--- src/rtl/bus_master_if.sv ---
// rtl/bus_master_if.sv - master-side bus interface: CPU strobe to request/grant/strobe/ready bus cycle
//
// Purpose:
//   Turns a one-cycle CPU access strobe into a bus cycle. The cycle raises an
//   active-low request, waits for an active-low grant, drives address, strobe
//   and data, then waits for an active-low slave ready. Read data and
//   completion/error status go back to the CPU as one-cycle pulses.
//   A slave-response timeout and grant-loss detection abort stuck cycles.
//
// Ports:
//   clk, reset        clock (rising edge) and asynchronous active-low reset
//   cpu_as_           CPU access strobe, active-low, sampled only when idle
//   cpu_rw            1 = read, 0 = write
//   cpu_addr          word address
//   cpu_wr_data       write data
//   cpu_rd_data       read data, valid while cpu_rdy_ is low
//   cpu_rdy_          one-cycle completion pulse, active-low
//   cpu_err_          one-cycle error pulse, active-low, coincident with cpu_rdy_
//   cpu_busy          high whenever a cycle is in progress
//   bus_req_          request to arbiter, active-low
//   bus_grnt_         grant from arbiter, active-low
//   bus_addr          bus address, 0 when not accessing
//   bus_as_           bus address strobe, active-low
//   bus_rw            bus direction, 1 when not accessing
//   bus_wr_data       bus write data, 0 when not accessing
//   bus_rd_data       read data from slave mux
//   bus_rdy_          slave ready, active-low

module bus_master_if #(
  parameter int AW      = 30,
  parameter int DW      = 32,
  parameter int TIMEOUT = 16
) (
  input  logic          clk,
  input  logic          reset,
  input  logic          cpu_as_,
  input  logic          cpu_rw,
  input  logic [AW-1:0] cpu_addr,
  input  logic [DW-1:0] cpu_wr_data,
  output logic [DW-1:0] cpu_rd_data,
  output logic          cpu_rdy_,
  output logic          cpu_err_,
  output logic          cpu_busy,
  output logic          bus_req_,
  input  logic          bus_grnt_,
  output logic [AW-1:0] bus_addr,
  output logic          bus_as_,
  output logic          bus_rw,
  output logic [DW-1:0] bus_wr_data,
  input  logic [DW-1:0] bus_rd_data,
  input  logic          bus_rdy_
);

  typedef enum logic [1:0] {
    S_IDLE   = 2'd0,
    S_REQ    = 2'd1,
    S_ACCESS = 2'd2
  } state_t;

  localparam bit       TO_EN   = (TIMEOUT != 0);
  localparam logic [7:0] TO_LAST = (TIMEOUT == 0) ? 8'd0 : 8'(TIMEOUT - 1);

  state_t        state_q, state_d;
  logic [7:0]    cnt_q, cnt_d;
  logic          rw_q, rw_d;
  logic [AW-1:0] addr_q, addr_d;
  logic [DW-1:0] wdata_q, wdata_d;
  logic [DW-1:0] cpu_rd_data_q, cpu_rd_data_d;
  logic          cpu_rdy_q, cpu_rdy_d;
  logic          cpu_err_q, cpu_err_d;
  logic          cpu_busy_q, cpu_busy_d;
  logic          bus_req_q, bus_req_d;
  logic          bus_as_q, bus_as_d;
  logic          bus_rw_q, bus_rw_d;
  logic [AW-1:0] bus_addr_q, bus_addr_d;
  logic [DW-1:0] bus_wr_data_q, bus_wr_data_d;

  // Ends the current cycle: either normal completion or abort.
  logic          finish;
  logic          finish_err;

  always_ff @(posedge clk or negedge reset) begin
    if (!reset) begin
      state_q       <= S_IDLE;
      cnt_q         <= '0;
      rw_q          <= 1'b1;
      addr_q        <= '0;
      wdata_q       <= '0;
      cpu_rd_data_q <= '0;
      cpu_rdy_q     <= 1'b1;
      cpu_err_q     <= 1'b1;
      cpu_busy_q    <= 1'b0;
      bus_req_q     <= 1'b1;
      bus_as_q      <= 1'b1;
      bus_rw_q      <= 1'b1;
      bus_addr_q    <= '0;
      bus_wr_data_q <= '0;
    end else begin
      state_q       <= state_d;
      cnt_q         <= cnt_d;
      rw_q          <= rw_d;
      addr_q        <= addr_d;
      wdata_q       <= wdata_d;
      cpu_rd_data_q <= cpu_rd_data_d;
      cpu_rdy_q     <= cpu_rdy_d;
      cpu_err_q     <= cpu_err_d;
      cpu_busy_q    <= cpu_busy_d;
      bus_req_q     <= bus_req_d;
      bus_as_q      <= bus_as_d;
      bus_rw_q      <= bus_rw_d;
      bus_addr_q    <= bus_addr_d;
      bus_wr_data_q <= bus_wr_data_d;
    end
  end

  always_comb begin
    state_d       = state_q;
    cnt_d         = cnt_q;
    rw_d          = rw_q;
    addr_d        = addr_q;
    wdata_d       = wdata_q;
    cpu_rd_data_d = cpu_rd_data_q;
    cpu_rdy_d     = 1'b1;
    cpu_err_d     = 1'b1;
    cpu_busy_d    = cpu_busy_q;
    bus_req_d     = bus_req_q;
    bus_as_d      = bus_as_q;
    bus_rw_d      = bus_rw_q;
    bus_addr_d    = bus_addr_q;
    bus_wr_data_d = bus_wr_data_q;
    finish        = 1'b0;
    finish_err    = 1'b0;

    case (state_q)
      S_IDLE: begin
        if (!cpu_as_) begin
          rw_d       = cpu_rw;
          addr_d     = cpu_addr;
          wdata_d    = cpu_wr_data;
          state_d    = S_REQ;
          bus_req_d  = 1'b0;
          cpu_busy_d = 1'b1;
        end
      end

      // Grant is only looked at from REQ, so REQ always lasts one cycle even
      // when the grant is already held.
      S_REQ: begin
        if (!bus_grnt_) begin
          state_d       = S_ACCESS;
          bus_as_d      = 1'b0;
          bus_rw_d      = rw_q;
          bus_addr_d    = addr_q;
          bus_wr_data_d = wdata_q;
          cnt_d         = '0;
        end
      end

      S_ACCESS: begin
        if (bus_grnt_) begin
          // Grant lost mid-cycle: abort, regardless of slave ready.
          finish     = 1'b1;
          finish_err = 1'b1;
        end else if (!bus_rdy_) begin
          finish = 1'b1;
          if (rw_q) begin
            cpu_rd_data_d = bus_rd_data;
          end
        end else if (TO_EN && (cnt_q == TO_LAST)) begin
          finish     = 1'b1;
          finish_err = 1'b1;
        end else begin
          cnt_d = cnt_q + 8'd1;
        end
      end

      default: begin
        state_d = S_IDLE;
      end
    endcase

    // Bus outputs return to zero/idle values so several masters can be OR-ed.
    if (finish) begin
      state_d       = S_IDLE;
      cpu_rdy_d     = 1'b0;
      cpu_err_d     = !finish_err;
      cpu_busy_d    = 1'b0;
      bus_req_d     = 1'b1;
      bus_as_d      = 1'b1;
      bus_rw_d      = 1'b1;
      bus_addr_d    = '0;
      bus_wr_data_d = '0;
    end
  end

  assign cpu_rd_data = cpu_rd_data_q;
  assign cpu_rdy_    = cpu_rdy_q;
  assign cpu_err_    = cpu_err_q;
  assign cpu_busy    = cpu_busy_q;
  assign bus_req_    = bus_req_q;
  assign bus_as_     = bus_as_q;
  assign bus_rw      = bus_rw_q;
  assign bus_addr    = bus_addr_q;
  assign bus_wr_data = bus_wr_data_q;

endmodule

--- config.mk ---
export PLATFORM = sky130hd
export DESIGN_NAME = bus_master_if
export DESIGN_NICKNAME = d
export VERILOG_FILES = /design/src/rtl/bus_master_if.sv
export SDC_FILE = /design/constraint.sdc
export NUM_CORES = 1
export LEC_CHECK = 0
export ABC_AREA = 1
export CAP_MARGIN = 20
export CORE_ASPECT_RATIO = 1.1
export CORE_UTILIZATION = 48
export CTS_BUF_LIST = sky130_fd_sc_hd__clkbuf_16
export DETAILED_ROUTE_END_ITERATION = 10
export PLACE_DENSITY = 0.8
export SETUP_SLACK_MARGIN = 0.02
export SYNTH_ARGS = -nofsm -noshare
export SYNTH_HDL_FRONTEND = slang
export SYNTH_SLANG_ARGS = --single-unit
export TNS_END_PERCENT = 1
--- constraint.sdc ---
create_clock -name clk -period 1.5 [get_ports clk]
set_input_delay 0.225 -clock clk [delete_from_list [all_inputs] [get_ports clk]]
set_output_delay 0.225 -clock clk [all_outputs]
set_load 0.005 [all_outputs]
==> metrics.md <==
| Metric | Value |
|---|---|
| Outcome | `finished, final reports clean` |
| Routability cong. | `0.8226` |
| Worst Path Required | `1820 ps` |
| Worst setup SP type | `flip-flop` |
| Switching Fraction | `32.33%` |
| GR Overflow Total | `0` |
| Combinational power share | `32.2%` |
| Hold WC Path Type | `in2async` |
| Final period utilization | `97.87%` |
| Final nets | `1,097` |
| Ports | `200` |
| Hold Vio Cnt, Final | `0` |
| Wirelength per Cell | `16.27 um` |
| Core Region | `0.01439 mm2` |
| Int Power | `0.01212 W` |
| Average size of a mapped cell | `8.994 um2` |
| First-pass GRT wire length | `29.41 mm` |
| Port Buffers | `199` |
| Antenna Nets Post-Route | `0` |
| Synthesized cell area | `0.007033 mm2` |
| Clk sinks | `173` |
| Post-placement cell count | `1,158` |
| Share of layout cells above drive strength 1 | `9.514%` |
| Hold WS | `301.5 ps` |
| Worst Skew | `7.458 ps` |
| Largest area contributor in the netlist | `dfrtp_1` |
| DR vias/cell | `5.138` |
| Peak VDD IR | `0.0009401 V` |
| Post-Synthesis Cells | `782` |
| Fmax | `0.6812 GHz` |
| Setup_tns | `0 ps` |
| Initial Utilization | `48.88%` |
| Power per cell area | `1757 mW/mm2` |
| Commonest non-fill, non-tap cell in the layout | `nand2_1` |
| Critical-path maximum fanout | `16` |
| Area share of the leading cell type in the synthesized netlist | `59.42%` |
| Post-route minimum period | `1468 ps` |
| CTS Root Cell | `clkbuf_16` |
| Share of power burned in registers | `42.6%` |
| R2R cell count | `7` |
| FILL cells | `1,127` |
| Clk network pwr share | `25.2%` |
| Drt drc | `0` |
| Area delta synth->final | `44.87%` |
| Ys Warns | `0` |
| Multi-input logic area | `0.002395 mm2` |
| Die height | `129.0 um` |
| RSZ-0062 raised after global routing | `yes` |
| Final Non-Filler Cells | `1,201` |
| Sw Pwr | `0.005789 W` |
| GRT Util Overall | `24.90%` |
| Post-synthesis register bit count | `173` |
| H-tree Lvls | `4` |
| Detailed Routing Iterations Pass 1 | `6` |
| Die width | `117.4 um` |
| Post-synthesis sequential area ratio | `61.66%` |
| Final setup fails | `0` |
| Worst relative slew slack | `68.88%` |
| Routed wire length | `19.54 mm` |
| Critical Path Sink Type | `flip-flop` |
| HPWL after detailed placement | `11.72 mm` |
| Setup Crit Path Kind | `reg2reg` |
| Worst-path clk slew | `60 ps` |
| Skew-Pair Late Insertion Delay | `420 ps` |
| Synth cell types | `23` |
| Antenna violations before repair | `1` |
| Vias in the first global route | `5,974` |
| Syn_nets | `883` |
| Max_cap viols | `0` |
| Num CTS Buffers | `17` |
| CTS tree | `yes` |
| Max Slew Vio Count | `0` |
| Detailed-route via count | `6,171` |
| Leak | `5.289 nW` |
| CTS max path bufs | `2` |
| Slew @ Worst Pin | `466.8 ps` |
| Num rows | `46` |
| Critical Path AT | `1790 ps` |
| Iteration-0 DRC count of the detailed router | `461` |
| Most frequent cells in the layout | `nand2_1 (375), dfrtp_1 (167), dlygate4sd2_1 (100)` |
| Die footprint | `0.01514 mm2` |
| Pin count of the biggest net entering global routing | `65` |
| Top post-synthesis cells by area | `dfrtp_1 (59%), nand2_1 (20%), a22oi_1 (6.6%)` |
| Diodes inserted | `0` |
| Storage element area | `0.004337 mm2` |
## per-layer routing
metal | routed length, um | global-route usage [%] | up-vias
met5 | 16 | 0 | -
met4 | 376 | 9.702 | 2
met3 | 1391 | 7.137 | 32
met2 | 9917 | 42.81 | 239
met1 | 7842 | 29.74 | 2991
li1 | - | - | 2907
## final timing paths
check                                  start               to  slack, ps
min in group clk                cpu_addr[22]       addr_q[22]        340
worst max-delay path              state_q[1]  bus_wr_data[13]         30
worst max register to register    state_q[1]  bus_wr_data[13]         30
max in group asynchronous              reset             rw_q        610
worst min-delay path                   reset  cpu_rd_data[25]        300
worst min register to register   wdata_q[22]      wdata_q[22]        470
## sequential cells by signal (all words and copies together) (netlist names)
register / count
bus_addr: 30
addr_q: 30
rw_q: 1
cpu_rdy_: 1
bus_wr_data: 32
cpu_busy: 1
cnt_q: 8
bus_rw: 1
wdata_q: 32
bus_req_: 1
state_q: 2
cpu_rd_data: 32
cpu_err_: 1
bus_as_: 1
## area by class of cell
type / instances / area share, %
Clock inverter: 15 / 1.744
Tap cell: 192 / 2.358
Timing Repair Buffer: 241 / 23.95
Inverter: 45 / 1.707
Multi-Input combinational cell: 518 / 23.50
Sequential cell: 173 / 42.56
Clock buffer: 17 / 4.175
## stage by stage
stage	util, %	setup slack, ps	instance area (um2)	power, W
floorplan	-	134.0	7033	0.01026
global placement	65.71	-74.12	9455	0.01353
detailed placement	65.71	-121.5	9455	0.01376
CTS	69.33	31.92	9976	0.01765
global route	70.81	-25.95	10190	0.01905
finish	70.81	31.90	10190	0.01791
## logic make-up after synthesis
| kind of cell | synth area share, % |
|---|---|
| xor+xnor | 0.2491 |
| buf+inv | 5.444 |
| mux | 0.1423 |
| fa+ha+maj | 0.1779 |
| flops | 61.66 |
| compound gates | 9.216 |
| simple gates | 23.11 |
## cells in the mapped netlist (all sizes together)
cell type and number:
inv 45, o21ai 35, dfrtp 167, ha 1, xor2 1, nand4 3, a22oi 62, nor2 18
nor3 1, nand2 381, xnor2 1, dfstp 6, clkbuf 13, o21a 1, buf 33, mux2i 1
nand3 13
## worst max-delay path, cell delays in order (launching register included)
cell       delay [ps]
dfrtp_1           370
inv_1             120
nand2_2            90
nor2_4            110
buf_4             170
clkbuf_16         200
nand2_1            70
a22oi_1           230
## power groups by stage
stage | clock, W | sequential, W | combinational (W)
3_3_place_gp | 0 | 0.00765 | 0.00588
3_5_place_dp | 0 | 0.00767 | 0.00609
2_1_floorplan | 0 | 0.00757 | 0.00269
4_1_cts | 0.00457 | 0.00761 | 0.00547
5_1_grt | 0.00477 | 0.00786 | 0.00642
6_report | 0.00451 | 0.00764 | 0.00576
## timing repair
item                                    in CTS  in global routing
hold endpoints to repair                    34                  0
buffers inserted                             0                  4
endpoints found under the setup margin     155                 73
resized for setup                          107                 11
gates cloned                                 0                  6
pin swaps                                    0                  2
hold buffers                                 1                  0
No activity file was read; power rests on OpenSTA's default activity.
